==> src/rtl/vga_timing_pkg.sv <==
// Shared VGA timing definitions: standard mode tables, sync polarity constants
// and the axis-total helper used by the timing generator and its axis counters.
package vga_timing_pkg;

  typedef struct packed {
    int active;
    int fp;
    int sync;
    int bp;
  } axis_timing_t;

  localparam bit SYNC_ACTIVE_LOW  = 1'b0;
  localparam bit SYNC_ACTIVE_HIGH = 1'b1;

  // 640x480 @ 60 Hz, 25.175 MHz nominal pixel clock (25 MHz in practice)
  localparam axis_timing_t VGA_640X480_H = '{active: 640, fp: 16, sync: 96, bp: 48};
  localparam axis_timing_t VGA_640X480_V = '{active: 480, fp: 10, sync: 2, bp: 33};
  localparam bit           VGA_640X480_POL = SYNC_ACTIVE_LOW;

  // 800x600 @ 60 Hz, 40 MHz pixel clock
  localparam axis_timing_t VGA_800X600_H = '{active: 800, fp: 40, sync: 128, bp: 88};
  localparam axis_timing_t VGA_800X600_V = '{active: 600, fp: 1, sync: 4, bp: 23};
  localparam bit           VGA_800X600_POL = SYNC_ACTIVE_HIGH;

  function automatic int axis_total(input int active, input int fp, input int sync,
                                    input int bp);
    return active + fp + sync + bp;
  endfunction

  function automatic int timing_total(input axis_timing_t t);
    return axis_total(t.active, t.fp, t.sync, t.bp);
  endfunction

endpackage

==> src/rtl/vga_axis_counter.sv <==
// One timing axis (horizontal or vertical): wrapping position counter with
// sync and blank decoded from the next-state count so they track count exactly.
module vga_axis_counter
  import vga_timing_pkg::*;
#(
  parameter int CNT_W  = 10,
  parameter int ACTIVE = 640,
  parameter int FP     = 16,
  parameter int SYNC   = 96,
  parameter int BP     = 48,
  parameter bit POL    = SYNC_ACTIVE_LOW
) (
  input  logic             clk,
  input  logic             rst_n,
  input  logic             advance,
  output logic [CNT_W-1:0] count,
  output logic             sync,
  output logic             blank,
  output logic             wrap
);

  localparam int TOTAL      = axis_total(ACTIVE, FP, SYNC, BP);
  localparam int SYNC_START = ACTIVE + FP;
  localparam int SYNC_END   = SYNC_START + SYNC;
  localparam logic [CNT_W-1:0] LAST = CNT_W'(TOTAL - 1);

`ifdef SYNTHESIS
  localparam bit PORCH_ZERO = (FP < 1) || (BP < 1);
`else
  localparam bit PORCH_ZERO = 1'b0;
`endif

  if (ACTIVE < 1 || SYNC < 1 || PORCH_ZERO) begin : g_zero_segment
    $error("vga_axis_counter: timing segment of zero width");
  end
  if (TOTAL > (1 << CNT_W)) begin : g_total_too_wide
    $error("vga_axis_counter: axis total does not fit in CNT_W bits");
  end

  logic [CNT_W-1:0] count_next;
  logic             at_last;

  assign at_last = (count == LAST);
  assign wrap    = advance & at_last;

  // NOTE: give every always_comb output a default first so no path leaves it
  // unassigned; otherwise synthesis infers a latch to remember the old value.
  always_comb begin
    count_next = count + CNT_W'(1);
    if (at_last) count_next = '0;
  end

  function automatic logic in_sync_window(input logic [CNT_W-1:0] c);
    return (int'(c) >= SYNC_START) && (int'(c) < SYNC_END);
  endfunction

  // NOTE: state registers use non-blocking assignments so every flop samples
  // pre-edge values; blocking here would create order-dependent simulation.
  always_ff @(posedge clk or negedge rst_n) begin
    if (!rst_n) begin
      count <= '0;
      sync  <= ~POL;
      blank <= 1'b0;
    end else if (advance) begin
      count <= count_next;
      sync  <= in_sync_window(count_next) ? POL : ~POL;
      blank <= (int'(count_next) >= ACTIVE);
    end
  end

endmodule

==> src/rtl/vga_timing_gen.sv <==
// Parametrised VGA timing generator with pixel-clock divider and run/freeze.
// Define VGA_TIMING_SYNC_DELAY_EN to delay hsync/vsync/blank by SYNC_DELAY pixels.
module vga_timing_gen
  import vga_timing_pkg::*;
#(
  parameter int CNT_W    = 10,
  parameter int CLK_DIV  = 2,
  parameter int H_ACTIVE = VGA_640X480_H.active,
  parameter int H_FP     = VGA_640X480_H.fp,
  parameter int H_SYNC   = VGA_640X480_H.sync,
  parameter int H_BP     = VGA_640X480_H.bp,
  parameter int V_ACTIVE = VGA_640X480_V.active,
  parameter int V_FP     = VGA_640X480_V.fp,
  parameter int V_SYNC   = VGA_640X480_V.sync,
  parameter int V_BP     = VGA_640X480_V.bp,
  parameter bit H_POL    = VGA_640X480_POL,
  parameter bit V_POL    = VGA_640X480_POL
`ifdef VGA_TIMING_SYNC_DELAY_EN
  ,
  parameter int SYNC_DELAY = 2
`endif
) (
  input  logic             clk,
  input  logic             rst_n,
  input  logic             run,
  output logic             pix_en,
  output logic [CNT_W-1:0] hcount,
  output logic [CNT_W-1:0] vcount,
  output logic             hsync,
  output logic             vsync,
  output logic             blank,
  output logic             line_start,
  output logic             frame_start
);

  if (CLK_DIV < 1) begin : g_bad_clk_div
    $error("vga_timing_gen: CLK_DIV must be at least 1");
  end

  localparam int DIV_W = (CLK_DIV > 1) ? $clog2(CLK_DIV) : 1;
  localparam logic [DIV_W-1:0] DIV_LAST = DIV_W'((CLK_DIV > 1) ? CLK_DIV - 1 : 0);

  logic [DIV_W-1:0] div_cnt;
  logic             div_last;
  logic             rst_done;

  assign div_last = (div_cnt == DIV_LAST);
  // rst_done keeps pix_en low through reset even when CLK_DIV=1
  assign pix_en   = run & div_last & rst_done;

  always_ff @(posedge clk or negedge rst_n) begin
    if (!rst_n) begin
      div_cnt  <= '0;
      rst_done <= 1'b0;
    end else begin
      rst_done <= 1'b1;
      if (run) div_cnt <= div_last ? '0 : div_cnt + DIV_W'(1);
    end
  end

  logic h_sync, h_blank, h_wrap;
  logic v_sync, v_blank, v_wrap;

  vga_axis_counter #(
    .CNT_W (CNT_W),
    .ACTIVE(H_ACTIVE),
    .FP    (H_FP),
    .SYNC  (H_SYNC),
    .BP    (H_BP),
    .POL   (H_POL)
  ) u_h_axis (
    .clk    (clk),
    .rst_n  (rst_n),
    .advance(pix_en),
    .count  (hcount),
    .sync   (h_sync),
    .blank  (h_blank),
    .wrap   (h_wrap)
  );

  // Vertical axis steps once per line, on the pixel that wraps hcount
  vga_axis_counter #(
    .CNT_W (CNT_W),
    .ACTIVE(V_ACTIVE),
    .FP    (V_FP),
    .SYNC  (V_SYNC),
    .BP    (V_BP),
    .POL   (V_POL)
  ) u_v_axis (
    .clk    (clk),
    .rst_n  (rst_n),
    .advance(h_wrap & pix_en),
    .count  (vcount),
    .sync   (v_sync),
    .blank  (v_blank),
    .wrap   (v_wrap)
  );

  logic line_q;
  logic frame_q;

  always_ff @(posedge clk or negedge rst_n) begin
    if (!rst_n) begin
      line_q  <= 1'b0;
      frame_q <= 1'b0;
    end else begin
      line_q  <= h_wrap;
      frame_q <= h_wrap & v_wrap;
    end
  end

  assign line_start  = line_q & run;
  assign frame_start = frame_q & run;

`ifdef VGA_TIMING_SYNC_DELAY_EN
  if (SYNC_DELAY < 1) begin : g_bad_sync_delay
    $error("vga_timing_gen: SYNC_DELAY must be at least 1");
  end

  typedef struct packed {
    logic hsync;
    logic vsync;
    logic blank;
  } sync_bus_t;

  localparam sync_bus_t IDLE_BUS = '{hsync: ~H_POL, vsync: ~V_POL, blank: 1'b1};

  sync_bus_t pipe [SYNC_DELAY];

  always_ff @(posedge clk or negedge rst_n) begin
    if (!rst_n) begin
      // NOTE: this small register array is reset stage by stage so the display
      // sees inactive sync and blanking until real timing has propagated.
      for (int i = 0; i < SYNC_DELAY; i++) pipe[i] <= IDLE_BUS;
    end else if (pix_en) begin
      pipe[0] <= '{hsync: h_sync, vsync: v_sync, blank: h_blank | v_blank};
      for (int i = 1; i < SYNC_DELAY; i++) pipe[i] <= pipe[i-1];
    end
  end

  assign hsync = pipe[SYNC_DELAY-1].hsync;
  assign vsync = pipe[SYNC_DELAY-1].vsync;
  assign blank = pipe[SYNC_DELAY-1].blank;
`else
  assign hsync = h_sync;
  assign vsync = v_sync;
  assign blank = h_blank | v_blank;
`endif

endmodule

==> config.mk <==
export PLATFORM = sky130hd
export DESIGN_NAME = vga_timing_gen
export DESIGN_NICKNAME = d
export VERILOG_FILES = /design/src/rtl/vga_timing_pkg.sv /design/src/rtl/vga_axis_counter.sv /design/src/rtl/vga_timing_gen.sv
export SDC_FILE = /design/constraint.sdc
export NUM_CORES = 1
export LEC_CHECK = 0
export BUFFER_PORTS_ARGS = -buffer_cell sky130_fd_sc_hd__buf_2
export CAP_MARGIN = 40
export CORE_MARGIN = 2
export CORE_UTILIZATION = 49
export DETAILED_ROUTE_END_ITERATION = 6
export PLACE_DENSITY_LB_ADDON = 0.08
export SLEW_MARGIN = 20
export SYNTH_ARGS = -nofsm -noshare
export SYNTH_HDL_FRONTEND = slang
export SYNTH_SLANG_ARGS = --single-unit
==> constraint.sdc <==
create_clock -name clk -period 1.9 [get_ports clk]
set_clock_uncertainty 0.15 [all_clocks]
set_input_delay 0.38 -clock clk [delete_from_list [all_inputs] [get_ports clk]]
set_output_delay 0.38 -clock clk [all_outputs]
set_load 0.02 [all_outputs]
After elaboration in Yosys (flattened, before gate mapping):

Cells that the tools add are included.
Widths: inputs -> output; s select.

* flip-flop bits (word level): 28
* bits in latches: 0
* RAM bits: 0
* ROM bits: 0
* input port bits: 3
* memories kept: 0

* $add $sub $neg: 3
* multipliers: 0
* div/mod/pow operators: 0
* $lt $le $gt $ge: 6
* eq/ne operators: 2
* shifts and indexed selects: 0
* muxes and demuxes: 5
* bitwise logic cells: 9
* reductions and logical operators: 2

Operator list (count)
* $add 10x1->10 const B: 2
* $eq 10x10->1 const B: 2
* $ge 10x10->1 const B: 2
* $ge 10x9->1 const B: 2
* $mux 10: 2
* $lt 10x10->1 const B: 1
* $lt 10x9->1 const B: 1
* $and 1x1->1: 8
* $mux 1: 3
* $logic_and 1x1->1: 2
* $add 1x1->1 const B: 1
* $or 1x1->1: 1

Depth between registers and ports, before layout:

Gate-level depths: netlist (run 1).

* depth after elaboration: 6
* mapped depth: 8
* depth with buffers taken out: 7

Hierarchy:

From an unflattened synthesis (run 1), not the netlist that was laid out.

* cells, all modules: 185
* area, all modules: 1736.7 sq um

Modules (own cells, without submodules)
* vga_axis_counter at u_h_axis: instances 1, cells each 89, area each 813.3 sq um, sequential area each 301.5 sq um
* vga_axis_counter at u_v_axis: instances 1, cells each 84, area each 767.0 sq um, sequential area each 301.5 sq um
* vga_timing_gen: instances 1, cells each 12, area each 156.4 sq um, sequential area each 100.1 sq um

Worst setup path after synthesis (run 1):

Ideal clock, no wire load.

* kind: register -> register
* start point: reg u_h_axis.count[0]
* end point: reg u_h_axis.blank
* data arrival time: 1.883 ns
* data required time: 1.630 ns
* slack: -0.253 ns
* stages on the path, launching flop included: 8
* buffers on the path: 1
* clock period less this slack: 2.153 ns
* cells stage by stage: dfrtp_1 ha_1 and4_1 buf_2 and3_1 a311o_1 o21ai_0 nand2_1

* word-level cells in the longest chain between the ends: 3
* elaborated cells on any way between the ends: 4

Ends and longest elaborated chain
* start: declaration: RTL line vga_axis_counter.sv:16 `output logic [CNT_W-1:0] count,`
* start signal: assignment: RTL line vga_axis_counter.sv:65 `count <= count_next;`
* $add 10x1->10 / $eq 10x10->1 (equally long branches): RTL line vga_axis_counter.sv:49, vga_axis_counter.sv:43
* $mux 10 (*): RTL line vga_axis_counter.sv:50 `if (at_last) count_next = '0;`
* $ge 10x10->1 (*): RTL line vga_axis_counter.sv:67 `blank <= (int'(count_next) >= ACTIVE);`
* end signal: assignment: RTL line vga_axis_counter.sv:67
* end: declaration: RTL line vga_axis_counter.sv:18 `output logic blank,`

Mark *: on every way between the ends. The rest lies on a longest branch, timed or not.
A chain may end at the register's enable or synchronous reset.

Worst setup path in the final report (run 1):

* start point: reg u_v_axis.count[6]
* end point: reg u_v_axis.sync

* word-level cells in the longest chain between the ends: 5
* elaborated cells on any way between the ends: 7

Ends and longest elaborated chain
* start: declaration: RTL line vga_axis_counter.sv:16
* start signal: assignment: RTL line vga_axis_counter.sv:65
* $add 10x1->10 / $eq 10x10->1 (equally long branches): RTL line vga_axis_counter.sv:49, vga_axis_counter.sv:43
* $mux 10 (*): RTL line vga_axis_counter.sv:50
* $ge 10x9->1 / $lt 10x9->1 (equally long branches): RTL line vga_axis_counter.sv:54 `return (int'(c) >= SYNC_START) && (int'(c) < SYNC_END);`
* $logic_and 1x1->1 (*): RTL line vga_axis_counter.sv:54
* $mux 1 (*): RTL line vga_axis_counter.sv:66 `sync <= in_sync_window(count_next) ? POL : ~POL;`
* end signal: assignment: RTL line vga_axis_counter.sv:62 `sync <= ~POL;`
* end signal: assignment: RTL line vga_axis_counter.sv:66
* end: declaration: RTL line vga_axis_counter.sv:17 `output logic sync,`

Marked as above.

==> out/results.ini, run 1 <==
[status]
outcome = finished with violations
violations = negative setup slack

[worst_setup_path]
worst_ep_arrival_time_ns = 2.08
cp.required_ns = 2.02
cp_cell_sequence = or3_1 -> or4_4 -> nand3_4 -> o211ai_1 -> o31a_1
slowest_delay_ns = 0.46
crit_type = flip-flop to flip-flop
crit_path_end_kind = flip-flop
critPathTopFamily = simple AND/OR/NAND/NOR gates
cp_num_buf_inv = 0
crit_slowest_cell = or4_4
critPathMaxFanout = 3
worstSetupStartpointType = flip-flop

[placement]
routabilityCongestion = 0.907
placed_area_um2 = 2060
io_buffers = 28
dp_hpwl_um = 3020

[finish]
final_cell_mix = 37 x buf_4, 28 x buf_2, 22 x nand2_1
final_common_cell = buf_4
fin_area_um2 = 2230
area_growth_pct = 38.2
diodes = 0
drive_gt1_frac = 0.458
nNetsFinal = 246
top_regs = u_h_axis.count x10, u_v_axis.count x10

[pwr]
ir_worst_vdd_uv = 533
power_leakage_nw = 1.04
power.total_mw = 1.48
power_density_nw_per_um2 = 661

[grt]
grt_first_pass_wirelength_um = 6550
grt_pass1_vias = 1437
grt_start_max_net_pins = 29
grt_overflow_total = 0
track_usage = 0.228
antenna_found_initial = 0

[cts]
cts_buffers = 3
cts_buffer_depth = 2
tritoncts = yes
clkTransAtPathRegs_ns = 0.16
clockRootBuffer = clkbuf_4
cts.sinks = 28
htree_levels = 1
clk_latency_ns = 0.32

[routing]
viasPerCell = 5.48
routed_wl_um = 4020
route.detailed.drc = 0
drt-wirelength-per-cell_um = 14.2
via_count = 1546
drt-pass1-iter-count = 4
drt_iter0_markers = 84
ant_nets = 0

[synth]
synth.yosys.warnings = 0
synth_top_area_frac = 0.402
ys_types = 51
synthTopCellsByArea = dfrtp_1 40%, nand2_1 5.1%, o21ai_0 3.4%
synthCells = 176
async_reset_ff_frac = 1.00
synth-edff-count = 0
synth-seq-cells = 28
synth-main-ff-cell = dfrtp_1
syn_area_um2 = 1620
yosysTopAreaCell = dfrtp_1
yosysSeqAreaShare = 0.435
syn-num-nets = 183
synth.avg_cell_area_um2 = 9.18

[run]
max-cap-violations = 0

[floorplan]
die_w_um = 61.4
io-pin-count = 29
dieArea_um2 = 3770
rows = 20
initial_utilization = 0.521
core_um2 = 3100
die_y_um = 61.4

[sta]
fin_crit_ns = 1.96
slew_viol_final = 0
hold_viol = 0
post-route-period-util = 1.03
setup_viol = 1
grt_setup_unrepaired = true
slew_headroom = 0.566
finalWorstSetupSlack_ns = -0.0590
fmax_ghz = 0.510
tightest_slew_ns = 0.651

[hold_path]
hp-class = input pin to flip-flop

-- metrics by stage --
stage | TNS, ns | worst slack [ns] | instances | utilization | hold WS (ns)
global placement | -0.00341 | -0.00341 | 275 | 0.665 | 0.279
detailed placement | -0.0810 | -0.0631 | 275 | 0.665 | 0.293
CTS | -0.0368 | -0.0368 | 281 | 0.690 | 0.0831
floorplan | -0.410 | -0.101 | 176 | - | -0.0656
global route | -0.264 | -0.123 | 282 | 0.720 | 0.0795
finish | -0.0590 | -0.0590 | 282 | 0.720 | 0.0948
-- cells in the mapped netlist, drive strengths merged, types with 3 or more instances --
library cell and instances:
nor4 4, nand3 10, nor4b 3, dfrtp 26, clkbuf 3, xor2 3, nor2 14, or4 3
a21oi 6, and2 5, xnor2 6, nand2 22, ha 4, a31oi 4, o21ai 11, buf 7
nand4 7, inv 6
-- final cells by class --
class / count / area (um^2)
clock buffers: 3 / 22.5
flip-flops and latches: 28 / 713
inverters: 7 / 26.3
repair buffers: 68 / 450
fillers: 270 / 868
multi-input cells: 131 / 937
well taps: 44 / 55.1
clock inverters: 1 / 30.0
-- where the power goes --
group          internal, mW  total (mW)  switching [mW]
clock                 0.213       0.395           0.182
sequential            0.649       0.704          0.0543
combinational         0.156       0.377           0.222
-- repair_timing --
item	in CTS	in global routing
setup buffers	1	1
setup endpoints to repair	3	15
hold buffers	1	0
endpoints found under the hold margin	26	0
resized for setup	3	25
gates cloned	0	0
pin swaps	0	8
-- cell families (layout without fill, tap and decap cells) --
logic type	after synthesis	after routing	share of synthesized area
AO/OA/AOI/OAI	38	38	0.160
other	1	1	0.00232
XOR/XNOR	9	9	0.0488
adder cells (fa/ha/maj)	4	4	0.0310
buffers and inverters	17	79	0.0488
multiplexers	2	2	0.0132
flip-flops	28	28	0.435
AND/OR/NAND/NOR	77	77	0.261
-- worst paths after layout --
path | slack, ns | depth (start not counted) | end | startpoint
setup reg to reg | -0.06 | 5 | u_v_axis.sync$_DFFE_PN1P_ | u_v_axis.count[6]$_DFFE_PN0P_
hold / removal | 0.09 | 2 | div_cnt$_DFFE_PN0P_ | run
hold reg to reg | 0.33 | 1 | div_cnt$_DFFE_PN0P_ | div_cnt$_DFFE_PN0P_
min in group asynchronous | 0.44 | 2 | div_cnt$_DFFE_PN0P_ | rst_n
setup / recovery | -0.06 | 5 | u_v_axis.sync$_DFFE_PN1P_ | u_v_axis.count[6]$_DFFE_PN0P_
max in group asynchronous | 0.70 | 2 | u_h_axis.count[1]$_DFFE_PN0P_ | rst_n
-- metal layers --
| layer | track usage | vias up | wire length (um) |
|---|---|---|---|
| met3 | 0.0357 | 4 | 225 |
| met1 | 0.341 | 740 | 1910 |
| met4 | 0.0456 | 0 | 36 |
| li1 | - | 754 | - |
| met2 | 0.354 | 48 | 1840 |
| met5 | 0 | - | 0 |
No activity file was read; power rests on OpenSTA's default activity.
==> run 2: changes to the inputs <==
CELL_PAD_IN_SITES_DETAIL_PLACEMENT = 1   (was not set)
CELL_PAD_IN_SITES_GLOBAL_PLACEMENT = 1   (was not set)
CORE_UTILIZATION = 37   (was 49)
==> out/results.ini, run 2 (synthesized netlist as in run 1, its figures left out) <==
[routing]
drt-pass1-iter-count = 4  ; unchanged
routed_wl_um = 4850  ; +21%
ant_nets = 0  ; unchanged
drt_iter0_markers = 48  ; -43%
route.detailed.drc = 0  ; unchanged
via_count = 1584  ; +2.5%
viasPerCell = 5.44  ; -0.71%
drt-wirelength-per-cell_um = 16.7  ; +17%

[grt]
grt_pass1_vias = 1666  ; +16%
track_usage = 0.211  ; -0.0171
antenna_found_initial = 0  ; unchanged
grt_start_max_net_pins = 29  ; unchanged
grt_first_pass_wirelength_um = 8420  ; +29%
grt_overflow_total = 0  ; unchanged

[sta]
slew_viol_final = 0  ; unchanged
finalWorstSetupSlack_ns = -0.0784  ; -0.0194 ns
setup_viol = 3  ; +2
post-route-period-util = 1.04  ; +0.0102
hold_viol = 0  ; unchanged
fmax_ghz = 0.505  ; -0.98%
slew_headroom = 0.567  ; +0.00113
fin_crit_ns = 1.98  ; +0.0194 ns
grt_setup_unrepaired = true
tightest_slew_ns = 0.649  ; -0.00170 ns

[worst_setup_path]
worstSetupStartpointType = flip-flop
crit_type = flip-flop to flip-flop
ff2ff_setup_slack_ns = -0.08  ; -0.02 ns
regToRegEndpoint = u_v_axis.sync$_DFFE_PN1P_
cp.required_ns = 1.96  ; -0.06 ns
crit_path_end_kind = flip-flop
reg2reg_from = u_v_axis.count[6]$_DFFE_PN0P_
crit_end = u_v_axis.sync$_DFFE_PN1P_
worstRegToRegCells = 5  ; unchanged
critPathMaxFanout = 3  ; unchanged
worst_ep_arrival_time_ns = 2.04  ; -0.04 ns
cp-startpoint = u_v_axis.count[6]$_DFFE_PN0P_

[placement]
placedCellCount = 285  ; +3.6%
io_buffers = 28  ; unchanged
routabilityCongestion = 0.873  ; -3.8%
dp_hpwl_um = 3750  ; +24%

[cts]
cts.sinks = 28  ; unchanged
clkTransAtPathRegs_ns = 0.10  ; -0.06 ns
cts_buffers = 3  ; unchanged
htree_levels = 1  ; unchanged
cts_buffer_depth = 2  ; unchanged
tritoncts = yes
clk_latency_ns = 0.27  ; -0.05 ns
clockRootBuffer = clkbuf_8

[finish]
nNetsFinal = 247  ; +0.41%
final_cell_mix = 39 x buf_4, 28 x buf_2, 21 x nand2_1
area_growth_pct = 36.9
fillers = 522  ; +93%
final_common_cell = buf_4
top_regs = u_h_axis.count x10, u_v_axis.count x10
final-instance-count-excl-fill = 291  ; +3.2%
drive_gt1_frac = 0.444  ; -0.0145
diodes = 0  ; unchanged

[floorplan]
initial_utilization = 0.376  ; -0.145
io-pin-count = 29  ; unchanged
die_y_um = 70.1  ; +14%
rows = 24  ; +20%
core_um2 = 4290  ; +38%
die_w_um = 70.1  ; +14%
dieArea_um2 = 4910  ; +30%

[pwr]
power_leakage_nw = 1.03  ; -1.2%
power.total_mw = 1.47  ; -0.53%
ir_worst_vdd_uv = 535  ; +0.34%
power_density_nw_per_um2 = 664  ; +0.43%

[status]
outcome = finished with violations
violations = negative setup slack

[hold_path]
hold_depth = 2  ; unchanged
hp-class = input pin to flip-flop

[run]
max-cap-violations = 0  ; unchanged

[run 2: what timing repair did]
action / 4_1_cts / 5_1_grt
setup buffers: 0 / 1
setup endpoints to repair: 5 / 14
pin swaps: 2 / 5
hold endpoints to repair: 26 / 0
gates resized for setup: 4 / 18
hold buffers: 1 / 0
[run 2: how the worst min path moves through the flow]
stage | slack [ns] | end | from
after CTS | 0.17 | div_cnt$_DFFE_PN0P_ | run
after detailed placement | 0.29 | frame_q$_DFF_PN0_ | rst_n
after global placement | 0.28 | line_q$_DFF_PN0_ | rst_n
final | 0.18 | div_cnt$_DFFE_PN0P_ | run
after global routing | 0.19 | div_cnt$_DFFE_PN0P_ | run
after floorplan | -0.07 | div_cnt$_DFFE_PN0P_ | rst_n
[run 2: final cells by class]
type	instances	area, um^2	area share
multi-input combinational	131	901	0.407
sequential	28	712	0.322
timing repair buffer	69	454	0.205
tap	52	65.1	0.0294
clock buffer	4	55.1	0.0249
inverter	7	26.3	0.0119
[run 2: worst max-delay path, cell delays in order (launching register included)]
cell	delay [ns]
dfrtp_2	0.41
or3_4	0.40
or4_4	0.51
nand3_2	0.09
o211ai_1	0.10
o31a_1	0.26
[run 2: layer usage]
metal | vias to the layer above | track usage | wire length [um]
li1 | 759 | - | -
met1 | 798 | 0.307 | 2380
met2 | 25 | 0.350 | 2300
met3 | 2 | 0.0231 | 152
met4 | 0 | 0.0256 | 17
met5 | - | 0 | 0
[run 2: where the power goes]
group          total [mW]  switching, mW  internal, mW
Sequential          0.698         0.0491         0.649
Combinational       0.389          0.231         0.158
Clock               0.382          0.196         0.186
[run 2: per-stage QoR]
| step | util | hold slack (ns) | TNS (ns) | worst slack, ns | instance area, um^2 |
|---|---|---|---|---|---|
| 6_report | 0.515 | 0.176 | -0.0915 | -0.0784 | 2210 |
| 5_1_grt | 0.515 | 0.186 | -0.731 | -0.152 | 2210 |
| 4_1_cts | 0.504 | 0.173 | -0.0910 | -0.0731 | 2160 |
| 3_5_place_dp | 0.486 | 0.295 | -0.196 | -0.102 | 2090 |
| 3_3_place_gp | 0.486 | 0.282 | -0.00837 | -0.00837 | 2090 |
| 2_1_floorplan | - | -0.0656 | -0.410 | -0.101 | 1640 |
==> run 3: changes to the inputs <==
ABC_AREA = 1   (was not set)
BUFFER_PORTS_ARGS = -buffer_cell sky130_fd_sc_hd__clkbuf_2   (was -buffer_cell sky130_fd_sc_hd__buf_2)
==> out/results.ini, run 3 <==
[worst_setup_path]
cp_cell_sequence = nand3_2 -> inv_2 -> clkbuf_2
crit_path_end_kind = output pin
crit_slowest_cell = dfrtp_1
critPathMaxFanout = 7  ; +4
slowest_delay_ns = 0.38  ; -0.13 ns
crit_type = flip-flop to output pin
worst_ep_arrival_time_ns = 1.27  ; -0.77 ns
cp.required_ns = 1.37  ; -0.59 ns
worstSetupStartpointType = flip-flop

[sta]
post-route-period-util = 0.946  ; -0.0954
setup_viol = 0  ; -3
hold_slack_ns = 0.186  ; +0.0107 ns
slew_viol_final = 0  ; unchanged
tns_ns = 0  ; +0.0915 ns
hold_viol = 0  ; unchanged
fmax_ghz = 0.556  ; +10%
fin_crit_ns = 1.80  ; -0.181 ns
finalWorstSetupSlack_ns = 0.103  ; +0.181 ns
grt_setup_unrepaired = false

[finish]
final_common_cell = nand2_1
area_growth_pct = 16.2
final_cell_mix = 63 x nand2_1, 28 x clkbuf_2, 27 x inv_1
nNetsFinal = 271  ; +9.7%
multi_input_area_um2 = 885  ; -1.8%
top_regs = u_h_axis.count x10, u_v_axis.count x10
drive_gt1_frac = 0.262  ; -0.181
fillers = 591  ; +13%
diodes = 0  ; unchanged
seq_area_um2 = 703  ; -1.2%

[routing]
drt_iter0_markers = 55  ; +15%
routed_wl_um = 4330  ; -11%
ant_nets = 0  ; unchanged
viasPerCell = 4.97  ; -8.7%
via_count = 1576  ; -0.51%
drt-wirelength-per-cell_um = 13.7  ; -18%
drt-pass1-iter-count = 4  ; unchanged
route.detailed.drc = 0  ; unchanged

[floorplan]
die_w_um = 72.8  ; +3.8%
initial_utilization = 0.378  ; +0.00138
rows = 25  ; +4.2%
die_y_um = 72.8  ; +3.8%
dieArea_um2 = 5290  ; +7.7%
io-pin-count = 29  ; unchanged
core_um2 = 4630  ; +7.8%

[synth]
yosys-top-cells-count = 63 x nand2_1, 27 x inv_1, 26 x dfrtp_1
synth-main-ff-cell = dfrtp_1
synth.avg_cell_area_um2 = 7.64  ; -17%
synth-edff-count = 0  ; unchanged
synth_top_family_by_area = simple AND/OR/NAND/NOR gates
synth_mux_area_frac = 0  ; -0.0132
ys_types = 36  ; -29%
synth-simple-area-share = 0.373  ; +0.112
syn-num-nets = 236  ; +29%
synthCells = 229  ; +30%
synth_compound_area_frac = 0.0894  ; -0.0708
synthTopCellsByArea = dfrtp_1 37%, nand2_1 14%, nand3_1 6.9%
synth_most_common_cell = nand2_1
synth.yosys.warnings = 0  ; unchanged
synth-seq-cells = 28  ; unchanged
async_reset_ff_frac = 1.00  ; unchanged
yosysTopAreaCell = dfrtp_1
syn_area_um2 = 1750  ; +8.2%
synth_top_area_frac = 0.372  ; -0.0305
synth_fa_ha_area_frac = 0.0286  ; -0.00235
synth_xor_xnor_area_share = 0.0100  ; -0.0387
yosysSeqAreaShare = 0.402  ; -0.0330

[cts]
tritoncts = yes
clkTransAtPathRegs_ns = 0.10  ; about the same
cts.sinks = 28  ; unchanged
clockRootBuffer = clkbuf_8
htree_levels = 1  ; unchanged
cts_buffers = 3  ; unchanged
clk_latency_ns = 0.28  ; about the same
cts_buffer_depth = 2  ; unchanged

[placement]
io_buffers = 28  ; unchanged
routabilityCongestion = 0.762  ; -13%
dp_hpwl_um = 3370  ; -10%
dp_slack_ns = 0.0257  ; +0.128 ns

[pwr]
combPwrFrac = 0.360  ; +0.095
ir_worst_vdd_uv = 322  ; -40%
swShare = 0.389  ; +0.0649
power_leakage_nw = 1.05  ; +2.2%
seq_power_share = 0.449  ; -0.026
power_density_nw_per_um2 = 873  ; +32%
p_switching_uw = 689  ; +45%
clkPwrFrac = 0.191  ; -0.069
p_int_mw = 1.08  ; +9.1%

[run]
max-cap-violations = 0  ; unchanged

[grt]
grt_pass1_vias = 1498  ; -10%
track_usage = 0.181  ; -0.0306
grt_start_max_net_pins = 29  ; unchanged
antenna_found_initial = 0  ; unchanged
grt_first_pass_wirelength_um = 7380  ; -12%
grt_overflow_total = 0  ; unchanged

[status]
outcome = complete, no violations

[hold_path]
hp-class = input pin to flip-flop

-- run 3: changes by cell type in the layout (fill, tap and decap cells not counted), moves of 6 or more --
cell / previous run / this run
buf_4: 39 / 6
dfrtp_2: 7 / 0
clkbuf_2: 0 / 28
xnor2_1: 6 / 0
dfrtp_1: 19 / 26
buf_2: 28 / 0
nand2_1: 21 / 63
inv_1: 5 / 27
nand3_1: 8 / 23
-- run 3: path summary, 6_finish.rpt --
check,start,end,slack (ns),cells after the start
worst max-delay path,div_cnt$_DFFE_PN0P_,pix_en,0.10,3
worst min register to register,div_cnt$_DFFE_PN0P_,div_cnt$_DFFE_PN0P_,0.34,1
min in group asynchronous,rst_n,u_h_axis.count[0]$_DFFE_PN0P_,0.49,3
worst max register to register,u_v_axis.count[0]$_DFFE_PN0P_,u_v_axis.blank$_DFFE_PN0P_,0.13,9
max in group asynchronous,rst_n,u_v_axis.sync$_DFFE_PN1P_,0.79,3
worst min-delay path,run,div_cnt$_DFFE_PN0P_,0.19,2
-- run 3: critical path, delay by kind of cell, from the launching register on --
| family | cells | cell delay [ns] |
|---|---|---|
| buf+inv | 2 | 0.40 |
| flops | 1 | 0.38 |
| simple gates | 1 | 0.20 |
-- run 3: cell families (layout without fill, tap and decap cells) --
| group | after synthesis | in the layout |
|---|---|---|
| compound gates | 25 | 25 |
| simple gates | 130 | 130 |
| fa+ha+maj | 4 | 4 |
| buf+inv | 39 | 73 |
| flops | 28 | 28 |
| other cells | 1 | 1 |
| xor+xnor | 2 | 2 |
-- run 3: metal layers --
metal / wire (um) / part of all wire / up-vias / global-route usage
met2: 2180 / 0.50 / 23 / 0.304
met5: 0 / 0 / - / 0
met3: 111 / 0.026 / 5 / 0.0262
met4: 53 / 0.012 / 0 / 0.0576
met1: 1980 / 0.46 / 744 / 0.240
li1: - / - / 804 / -
-- run 3: metrics by stage --
stage | area, um^2 | total power, mW | std cells | utilization
after CTS | 2020 | 1.79 | 316 | 0.436
after global routing | 2030 | 1.90 | 317 | 0.439
after detailed placement | 1960 | 1.44 | 311 | 0.424
after global placement | 1960 | 1.42 | 311 | 0.424
after floorplan | 1750 | 1.23 | 229 | -
final | 2030 | 1.77 | 317 | 0.439
-- run 3: what timing repair did --
item                                    in CTS  in global routing
hold buffers                                 1                  0
setup buffers                                0                  1
resized for setup                            0                  1
endpoints found under the setup margin       0                  9
hold endpoints to repair                    26                  0
-- run 3: area by class of cell --
cell class,count,area share
multi-input combinational,162,0.435
sequential,28,0.346
timing repair buffer,35,0.0961
inverter,34,0.0671
tap,54,0.0333
clock buffer,4,0.0222
-- run 3: power groups by stage --
stage | clock network, mW | registers (mW) | logic (mW)
4_1_cts | 0.355 | 0.807 | 0.624
3_3_place_gp | 0 | 0.811 | 0.612
3_5_place_dp | 0 | 0.819 | 0.619
5_1_grt | 0.379 | 0.808 | 0.709
2_1_floorplan | 0 | 0.898 | 0.331
6_report | 0.339 | 0.795 | 0.639
